[config.mk]
export PLATFORM = sky130hd
export DESIGN_NAME = nibble_serial_alu_ctrl
export DESIGN_NICKNAME = d
export VERILOG_FILES = /design/src/rtl/nibble_serial_alu_ctrl.sv
export SDC_FILE = /design/constraint.sdc
export NUM_CORES = 1
export LEC_CHECK = 0
export CAP_MARGIN = 20
export CORE_MARGIN = 1
export CORE_UTILIZATION = 35
export CTS_BUF_LIST = sky130_fd_sc_hd__clkbuf_8
export CTS_CLUSTER_DIAMETER = 80
export DETAILED_ROUTE_END_ITERATION = 7
export DONT_BUFFER_PORTS = 1
export HOLD_SLACK_MARGIN = 0.06
export PLACE_DENSITY = 0.49
export SKIP_CTS_REPAIR_TIMING = 1
export SLEW_MARGIN = 20
export SYNTH_ARGS = -nofsm -noshare
export SYNTH_HDL_FRONTEND = slang
export SYNTH_SLANG_ARGS = --single-unit
[constraint.sdc]
create_clock -name clk -period 2 [get_ports clk]
set_input_delay 0.5 -clock clk [delete_from_list [all_inputs] [get_ports clk]]
set_output_delay 0.5 -clock clk [all_outputs]
set_load 0.02 [all_outputs]
[src/rtl/nibble_serial_alu_ctrl.sv]
// nibble_serial_alu_ctrl
//   Sequences one external 4-bit adder slice to do a W-bit add or compare,
//   W = 4*NIBBLES, LSB nibble first, one nibble per clock.
//   Optional feature macro: SIGNED_CMP_EN (adds the sgn input for two's-complement compare).
// Ports
//   clk, rst_n            : clock, asynchronous active-low reset
//   start, op, a, b       : request handshake; op 0 = add, 1 = compare (a-b)
//   sgn                   : (SIGNED_CMP_EN only) signed compare select
//   busy, done            : busy in RUN/DONE; done is a one-cycle valid pulse
//   result, cout          : sum/difference and final carry out
//   gt, ls, eq            : compare flags, all 0 after an add
//   slice_a/b/cin         : operands and carry to the shared slice (0 unless RUN)
//   slice_sum/cout        : combinational response of the slice
module nibble_serial_alu_ctrl #(
    parameter int unsigned NIBBLES = 4
) (
    input  logic                   clk,
    input  logic                   rst_n,
    input  logic                   start,
    input  logic                   op,
    input  logic [4*NIBBLES-1:0]   a,
    input  logic [4*NIBBLES-1:0]   b,
`ifdef SIGNED_CMP_EN
    input  logic                   sgn,
`endif
    output logic                   busy,
    output logic                   done,
    output logic [4*NIBBLES-1:0]   result,
    output logic                   cout,
    output logic                   gt,
    output logic                   ls,
    output logic                   eq,
    output logic [3:0]             slice_a,
    output logic [3:0]             slice_b,
    output logic                   slice_cin,
    input  logic [3:0]             slice_sum,
    input  logic                   slice_cout
);

    localparam int unsigned W     = 4 * NIBBLES;
    localparam int unsigned IDX_W = $clog2(NIBBLES);

    typedef enum logic [1:0] {
        S_IDLE = 2'd0,
        S_RUN  = 2'd1,
        S_DONE = 2'd2
    } state_e;

    state_e                    state_q, state_d;
    logic [IDX_W-1:0]          idx_q, idx_d;
    logic                      carry_q, carry_d;
    logic                      op_q, op_d;
    logic [NIBBLES-1:0][3:0]   a_q, a_d;
    logic [NIBBLES-1:0][3:0]   b_q, b_d;
    logic [NIBBLES-1:0][3:0]   result_q, result_d;
    logic                      cout_q, cout_d;
    logic                      gt_q, gt_d;
    logic                      ls_q, ls_d;
    logic                      eq_q, eq_d;
    logic                      busy_q, busy_d;
    logic                      done_q, done_d;
    logic                      sgn_q, sgn_d;

    logic [W-1:0]              final_c;
    logic                      last_c;
    logic                      ovf_c;

    // Full difference as it will stand once the MS nibble is written.
    assign final_c = {slice_sum, result_q[NIBBLES-2:0]};
    assign last_c  = (idx_q == IDX_W'(NIBBLES - 1));
    // Signed overflow: carry into the sign bit xor carry out of it.
    assign ovf_c   = slice_a[3] ^ slice_b[3] ^ slice_sum[3] ^ slice_cout;

    // State and datapath registers.
    always_ff @(posedge clk or negedge rst_n) begin
        if (!rst_n) begin
            state_q  <= S_IDLE;
            idx_q    <= '0;
            carry_q  <= 1'b0;
            op_q     <= 1'b0;
            a_q      <= '0;
            b_q      <= '0;
            result_q <= '0;
            cout_q   <= 1'b0;
            gt_q     <= 1'b0;
            ls_q     <= 1'b0;
            eq_q     <= 1'b0;
            busy_q   <= 1'b0;
            done_q   <= 1'b0;
            sgn_q    <= 1'b0;
        end else begin
            state_q  <= state_d;
            idx_q    <= idx_d;
            carry_q  <= carry_d;
            op_q     <= op_d;
            a_q      <= a_d;
            b_q      <= b_d;
            result_q <= result_d;
            cout_q   <= cout_d;
            gt_q     <= gt_d;
            ls_q     <= ls_d;
            eq_q     <= eq_d;
            busy_q   <= busy_d;
            done_q   <= done_d;
            sgn_q    <= sgn_d;
        end
    end

    // Next-state, datapath and slice drive.
    always_comb begin
        state_d   = state_q;
        idx_d     = idx_q;
        carry_d   = carry_q;
        op_d      = op_q;
        a_d       = a_q;
        b_d       = b_q;
        result_d  = result_q;
        cout_d    = cout_q;
        gt_d      = gt_q;
        ls_d      = ls_q;
        eq_d      = eq_q;
        sgn_d     = sgn_q;
        slice_a   = 4'h0;
        slice_b   = 4'h0;
        slice_cin = 1'b0;

        case (state_q)
            S_IDLE: begin
                if (start) begin
                    state_d = S_RUN;
                    a_d     = a;
                    b_d     = b;
                    op_d    = op;
                    idx_d   = '0;
                    carry_d = op;
                    cout_d  = 1'b0;
                    gt_d    = 1'b0;
                    ls_d    = 1'b0;
                    eq_d    = 1'b0;
`ifdef SIGNED_CMP_EN
                    sgn_d   = sgn;
`else
                    sgn_d   = 1'b0;
`endif
                end
            end
            S_RUN: begin
                slice_a         = a_q[idx_q];
                slice_b         = op_q ? ~b_q[idx_q] : b_q[idx_q];
                slice_cin       = carry_q;
                result_d[idx_q] = slice_sum;
                carry_d         = slice_cout;
                idx_d           = idx_q + IDX_W'(1);
                if (last_c) begin
                    state_d = S_DONE;
                    idx_d   = '0;
                    cout_d  = slice_cout;
                    if (op_q) begin
                        eq_d = (final_c == '0);
                        if (sgn_q) begin
                            ls_d = slice_sum[3] ^ ovf_c;
                        end else begin
                            ls_d = ~slice_cout;
                        end
                        gt_d = ~ls_d & ~eq_d;
                    end
                end
            end
            S_DONE: begin
                state_d = S_IDLE;
            end
            default: begin
                state_d = S_IDLE;
            end
        endcase

        // Status outputs are registered from the upcoming state.
        busy_d = (state_d != S_IDLE);
        done_d = (state_d == S_DONE);
    end

    assign busy   = busy_q;
    assign done   = done_q;
    assign result = result_q;
    assign cout   = cout_q;
    assign gt     = gt_q;
    assign ls     = ls_q;
    assign eq     = eq_q;

endmodule

### Word-level counts from Yosys, hierarchy flattened

Cells that the tools add are included.

* output and inout bits: 31
* RAM bits: 0
* bits in latches: 0
* ROM bits: 0
* memories kept: 0
* register bits: 60

* add/subtract/negate cells: 1
* order comparisons: 2
* bitwise logic cells: 5
* shift operators: 0
* muxes and demuxes: 34
* equality and inequality tests: 6
* $mul: 0
* reduce and logical (&&, ||, !) cells: 9
* div/mod/pow operators: 0

Operators by type and width (number)
* $mux W4: 6
* $bmux W4 S2: 2
* $bwmux W16: 1
* $logic_not A16 Y1: 1
* $mux W1: 13
* $pmux W1 S2: 5
* $demux W4 S2: 1
* $mux W2: 4
* $pmux W2 S2: 2
* $ne A2 B2 Y1 const B: 3
* $eq A2 B2 Y1 const B: 2
* $not A4 Y4: 1
* $reduce_and A2 Y1: 2
* $reduce_and A4 Y1: 1
* $reduce_bool A2 Y1: 2
* $lt A2 B3 Y1 const B: 1
* $not A1 Y1: 3
* $reduce_and A3 Y1: 1
* $add A2 B1 Y2 const B: 1
* $eq A2 B1 Y1 const B: 1
* $ge A2 B1 Y1 const B: 1
* $logic_not A2 Y1: 1
* $and A1 B1 Y1: 1
* $logic_and A1 B1 Y1: 1

### Depth between registers and ports, before layout

Gate-level depths: netlist of run 1.

* word-level depth: 9
* gate-level depth with buffers: 6
* mapped depth without buffers: 4

### Worst setup path before layout of run 1

Ideal clock, no wire load.

* kind: reg-to-output
* start: reg idx_q[0]
* end: out slice_b[0]
* setup slack: 0 ps
* arrival time: 1500 ps
* required time: 1500 ps
* cell stages (with the launch flop): 5
* cells stage by stage: dfrtp_1 -> buf_6 -> mux4_2 -> xnor2_1 -> nor2_1

* word-level cells in the longest chain between the ends: 5

RTL lines
* start: declaration: RTL line 50 `logic [IDX_W-1:0] idx_q, idx_d;`
* start signal: assignment: RTL line 93 `idx_q <= idx_d;`
* $bmux W4 S2 (*): RTL line 149 `slice_b = op_q ? ~b_q[idx_q] : b_q[idx_q];`
* $mux W4 (not written as such) (*): RTL line 149
* $not A4 Y4: RTL line 149
* $mux W4 (*): RTL line 149
* $mux W4 (*): RTL line 127 `case (state_q)`
* end: declaration: RTL line 34 `output logic [3:0] slice_b,`

Every way passes the cells marked *; elsewhere a longest branch is shown, timed or not. The select of a mux whose other input is x is not followed.

### Worst setup path after layout of run 1

* start: reg idx_q[0]
* end: out slice_b[2]

The elaborated chain is that of the path after synthesis.

==> out/results.ini, run 1 <==
[synthesis]
syn_nets = 296
synthCells = 251
synth_seq_area_share = 0.560
avgSynthCellArea_um2 = 10.7
ys_seq_elements = 60
synth_xor_area_frac = 0.0131
synth_area_um2 = 2680
synth_top_family_by_area = simple AND/OR/NAND/NOR gates
synth_compound_area_frac = 0.0243
synthMuxAreaShare = 0.134
synth_edf_count = 0
synth_ff_type = dfrtp_1
synth_cell_types = 28
synth_adder_area_share = 0.0187
ys_async_sr_fraction = 1.00
yosys.area_share.simple = 0.209
synth.yosys.warnings = 0

[placed_design]
gp_congestion = 0.688
io_buffers = 0
hpwlAfterDp_mm = 3.89
place_area_um2 = 2800

[cts]
cts_root_buffer = clkbuf_8
numCtsBuffers = 9
clock-sinks = 60
insertion_delay_ns = 0.34
cts-root-to-sink-buffers = 2
clk_pin_slew_ns = 0.08
cts-htree-levels = 3
cts_tree = done

[drt]
drtAntennaViolNets = 0
routed_wl_mm = 5.77
drtIter0Drc = 44
drc = 0
vias_per_cell = 4.84
dr_total_vias = 1767
wl_per_cell_um = 15.8
firstDrtPassIters = 4

[die]
start_util = 0.366
rows = 31
io_pins = 72
core_area_um2 = 7330
die_area_um2 = 8020
dieWidth_um = 89.5
die_y_um = 89.5

[sta]
hold_viol = 0
setup_ws_ns = -0.205
skew_ns = 0.00926
worst_slew_pin_slew_ns = 0.485
fin_crit_sh = 1.10
period_needed_ns = 2.20
relSlewSlack = 0.677
rsz0062_at_grt = yes
max_freq_mhz = 454
drv_slew = 0
setup_violations = 8

[setup_path]
worst-path-buf-inv = 0
crit_required_ns = 1.50
cp_cell_sequence = mux4_2 -> xnor2_2 -> nor2_4
cp_top_family = multiplexers
cpMaxStageDelayCell = mux4_2
cp-start-kind = register
crit_fanout = 5
end_kind = output port
arrival_ns = 1.70
cpPeakStageDelay_ns = 0.56
crit_type = reg2out

[flow_run]
maxCapViolCount = 0

[outcome]
violations = negative setup slack
status = complete, but fails checks

[hold_path]
hold_path.class = in2reg

[pwr]
combPwrFrac = 0.378
ir_drop_v = 0.000639
internal_power_mw = 3.42
p_leak_nw = 1.47
seqPwrFrac = 0.429
pwr-share-clk = 0.193
swShare = 0.403
power.density_nw_per_um2 = 1860
p_switching_mw = 2.31

[final_layout]
utilization = 0.421
syn_to_final_growth_pct = 15.1
mostFrequentLayoutCell = nand2_1
finalNetCount = 306
final_cell_mix = 105 x nand2_1, 59 x dfrtp_1, 16 x mux2_2, 10 x clkbuf_8, 9 x buf_4
final_area_um2 = 3090
n_antenna_cell = 0
drive_gt1_frac = 0.229

[global_route]
grt_pass1_wl_mm = 9.12
grt_pass1_vias = 1798
gr-usage-all-layers = 0.160
gr-total-overflow = 0
antenna_found_initial = 0
grt_max_degree = 61

cells by family (layout without fill, tap and decap cells):
kind of cell / count (synthesis) / after routing
AND/OR/NAND/NOR: 132 / 132
flip-flops: 60 / 60
multiplexers: 24 / 24
buffers and inverters: 18 / 33
AO/OA/AOI/OAI: 9 / 9
adder cells (fa/ha/maj): 4 / 4
XOR/XNOR: 4 / 4
sequential cells by signal, indices dropped and copies added (netlist names):
name	cells
a_q	16
b_q	16
busy	1
carry_q	1
cout	1
done	1
eq	1
gt	1
idx_q	2
ls	1
op_q	1
result	16
state_q	2
routing by layer:
| layer | part of all wire | track usage | up-vias |
|---|---|---|---|
| met3 | 0.074 | 0.0674 | 10 |
| met1 | 0.47 | 0.207 | 859 |
| met2 | 0.44 | 0.238 | 53 |
| li1 | - | - | 845 |
| met4 | 0.014 | 0.0606 | 0 |
| met5 | 0 | 0 | - |
through the flow:
step	hold WS (ns)	setup WS (ns)	TNS, ns	power [mW]	std cells
floorplan	0.204	0.0776	0	4.06	251
global placement	0.206	0.0509	0	4.47	347
detailed placement	0.206	0.0130	0	4.52	347
CTS	-0.172	-0.370	-2.75	5.64	363
global route	0.249	-0.311	-2.30	6.20	365
finish	0.264	-0.205	-1.52	5.73	365
final cells by class:
class	count	area, um^2
sequential	60	1500
tap	99	124
clock buffer	10	138
inverter	5	18.8
clock inverter	6	63.8
fill	730	4240
multi-input combinational	173	1120
timing repair buffer	12	116
power by group through the flow:
| stage | logic [mW] | clock network (mW) | registers [mW] |
|---|---|---|---|
| global route | 2.44 | 1.19 | 2.56 |
| global placement | 2.00 | 0 | 2.47 |
| CTS | 2.05 | 1.14 | 2.46 |
| floorplan | 1.74 | 0 | 2.31 |
| finish | 2.17 | 1.10 | 2.46 |
| detailed placement | 2.04 | 0 | 2.48 |
synthesized netlist by cell type, types with 2 or more instances:
| master | number | area share |
|---|---|---|
| nand2_1 | 105 | 0.15 |
| dfrtp_1 | 60 | 0.56 |
| mux2_2 | 16 | 0.067 |
| mux4_2 | 8 | 0.067 |
| buf_2 | 7 | 0.013 |
| and2_1 | 5 | 0.012 |
| inv_1 | 5 | 0.0070 |
| nand3_1 | 5 | 0.0093 |
| nor2_1 | 5 | 0.0070 |
| buf_6 | 4 | 0.017 |
| ha_1 | 4 | 0.019 |
| nor4_1 | 4 | 0.0093 |
| xnor2_1 | 4 | 0.013 |
| nand2b_1 | 2 | 0.0047 |
| o211ai_1 | 2 | 0.0056 |
| o21ai_0 | 2 | 0.0037 |
| o31ai_1 | 2 | 0.0056 |
final timing paths:
check / slack, ns / to / from / depth (start not counted)
worst max-delay path: -0.20 / slice_b[2] / idx_q[0] / 3
worst min-delay path: 0.26 / a_q[2] / a[2] / 2
worst max register to register: 0.19 / result[12] / idx_q[0] / 5
worst min register to register: 0.47 / a_q[14] / a_q[14] / 2
max in group asynchronous: 1.01 / idx_q[0] / rst_n / 2
min in group asynchronous: 0.71 / result[6] / rst_n / 2
No activity file was read; power rests on OpenSTA's default activity.
==> run 2: changes to the inputs <==
RECOVER_POWER = 100   (was not set)
==> run 2 against run 1 <==
The flow still finishes with violations (negative setup slack). Sequential share of layout area increased by 0.42 points. Clock skew about the same. Final area shrank 0.85%. Largest power group unchanged. Setup slack barely moved. Critical path depth is the same. Total power is 0.20% lower. Hold slack is essentially flat. Via count up 0.34%. Register-to-register slack about the same. Global-route usage unchanged. Maximum frequency about the same. Clock-buffer cell count stayed put.
==> out/results.ini, run 2 (synthesis results as in run 1) <==
[outcome]
status = complete, but fails checks
violations = negative setup slack

[final_layout]
final_cell_mix = 105 x nand2_1, 59 x dfrtp_1, 16 x mux2_2, 10 x clkbuf_8
final_area_um2 = 3060
n_antenna_cell = 0
drive_gt1_frac = 0.226
finalNetCount = 306
mostFrequentLayoutCell = nand2_1
syn_to_final_growth_pct = 14.1

[pwr]
p_leak_nw = 1.46
internal_power_mw = 3.40
pwr-share-clk = 0.193
seqPwrFrac = 0.430
swShare = 0.405
combPwrFrac = 0.377
p_switching_mw = 2.31
power.density_nw_per_um2 = 1870
ir_drop_v = 0.000641

[global_route]
grt_max_degree = 61
grt_pass1_vias = 1798
antenna_found_initial = 0
grt_pass1_wl_mm = 9.12
gr-total-overflow = 0
gr-usage-all-layers = 0.160

[setup_path]
crit_required_ns = 1.50
cpPeakStageDelay_ns = 0.56
crit_fanout = 5
arrival_ns = 1.70
cp-start-kind = register
cpMaxStageDelayCell = mux4_2
end_kind = output port
cp_cell_sequence = mux4_2 -> xnor2_2 -> nor2_4
crit_type = reg2out

[flow_run]
maxCapViolCount = 0

[placed_design]
gp_congestion = 0.688
post-place-ws_ns = 0.0130
io_buffers = 0
hpwlAfterDp_mm = 3.89
place_area_um2 = 2800

[cts]
numCtsBuffers = 9
insertion_delay_ns = 0.34
cts-root-to-sink-buffers = 2
cts_tree = done
cts_root_buffer = clkbuf_8
clock-sinks = 60
cts-htree-levels = 3
clk_pin_slew_ns = 0.08

[drt]
drtAntennaViolNets = 0
firstDrtPassIters = 4
dr_total_vias = 1773
drc = 0
drtIter0Drc = 51
routed_wl_mm = 5.81
wl_per_cell_um = 15.9
vias_per_cell = 4.86

[sta]
worst_slew_pin_slew_ns = 0.846
setup_violations = 8
fin_crit_sh = 1.10
rsz0062_at_grt = yes
relSlewSlack = 0.436
drv_slew = 0
max_freq_mhz = 454
setup_ws_ns = -0.205
hold_viol = 0
skew_ns = 0.00913
period_needed_ns = 2.20

[die]
rows = 31
die_y_um = 89.5
dieWidth_um = 89.5
io_pins = 72
die_area_um2 = 8020
core_area_um2 = 7330
start_util = 0.366

[hold_path]
hold_path.class = in2reg

-- run 2: changes by cell type in the layout (fill, tap and decap cells not counted) --
cell | previous run | this run
buf_16 | 1 | 0
buf_4 | 9 | 8
clkbuf_1 | 0 | 1
clkbuf_4 | 0 | 1
or3b_2 | 0 | 1
or3b_4 | 1 | 0
-- run 2: layout make-up --
type | instances | area [um^2]
Multi-Input combinational cell | 173 | 1120
Clock buffer | 10 | 138
Sequential cell | 60 | 1500
Tap cell | 99 | 124
Clock inverter | 6 | 63.8
Fill cell | 735 | 4270
Inverter | 5 | 18.8
Timing Repair Buffer | 12 | 92.6
-- run 2: worst max-delay path, delay by kind of cell (launching register included) --
family | cells | cell delay [ns]
xor+xnor | 1 | 0.17
flops | 1 | 0.46
mux | 1 | 0.56
simple gates | 1 | 0.19
-- run 2: path summary, 6_finish.rpt --
| path | from | to | slack (ns) | cells after the start |
|---|---|---|---|---|
| setup / recovery | idx_q[0] | slice_b[2] | -0.20 | 3 |
| hold / removal | a[2] | a_q[2] | 0.26 | 2 |
| setup reg to reg | state_q[1] | idx_q[0] | 0.18 | 4 |
| hold reg to reg | a_q[14] | a_q[14] | 0.47 | 2 |
| max in group asynchronous | rst_n | idx_q[0] | 0.54 | 2 |
| min in group asynchronous | rst_n | result[6] | 0.86 | 2 |
-- run 2: metal layers --
layer,part of all wire,GRT usage,wire [um]
met5,0,0,0
met4,0.014,0.0606,82
met3,0.070,0.0674,406
met2,0.45,0.238,2600
met1,0.47,0.207,2720
-- run 2: metrics by stage --
| stage | hold slack (ns) | TNS, ns | cells | util | total power [mW] |
|---|---|---|---|---|---|
| 6_report | 0.265 | -1.52 | 365 | 0.417 | 5.72 |
| 2_1_floorplan | 0.204 | 0 | 251 | - | 4.06 |
| 3_3_place_gp | 0.206 | 0 | 347 | 0.382 | 4.47 |
| 3_5_place_dp | 0.206 | 0 | 347 | 0.382 | 4.52 |
| 5_1_grt | 0.249 | -2.30 | 365 | 0.417 | 6.18 |
| 4_1_cts | -0.172 | -2.75 | 363 | 0.410 | 5.64 |
-- run 2: power by group through the flow --
stage	Combinational, mW	Clock (mW)	Sequential [mW]
global route	2.42	1.19	2.56
finish	2.15	1.10	2.46
CTS	2.05	1.14	2.46
detailed placement	2.04	0	2.48
global placement	2.00	0	2.47
floorplan	1.74	0	2.31
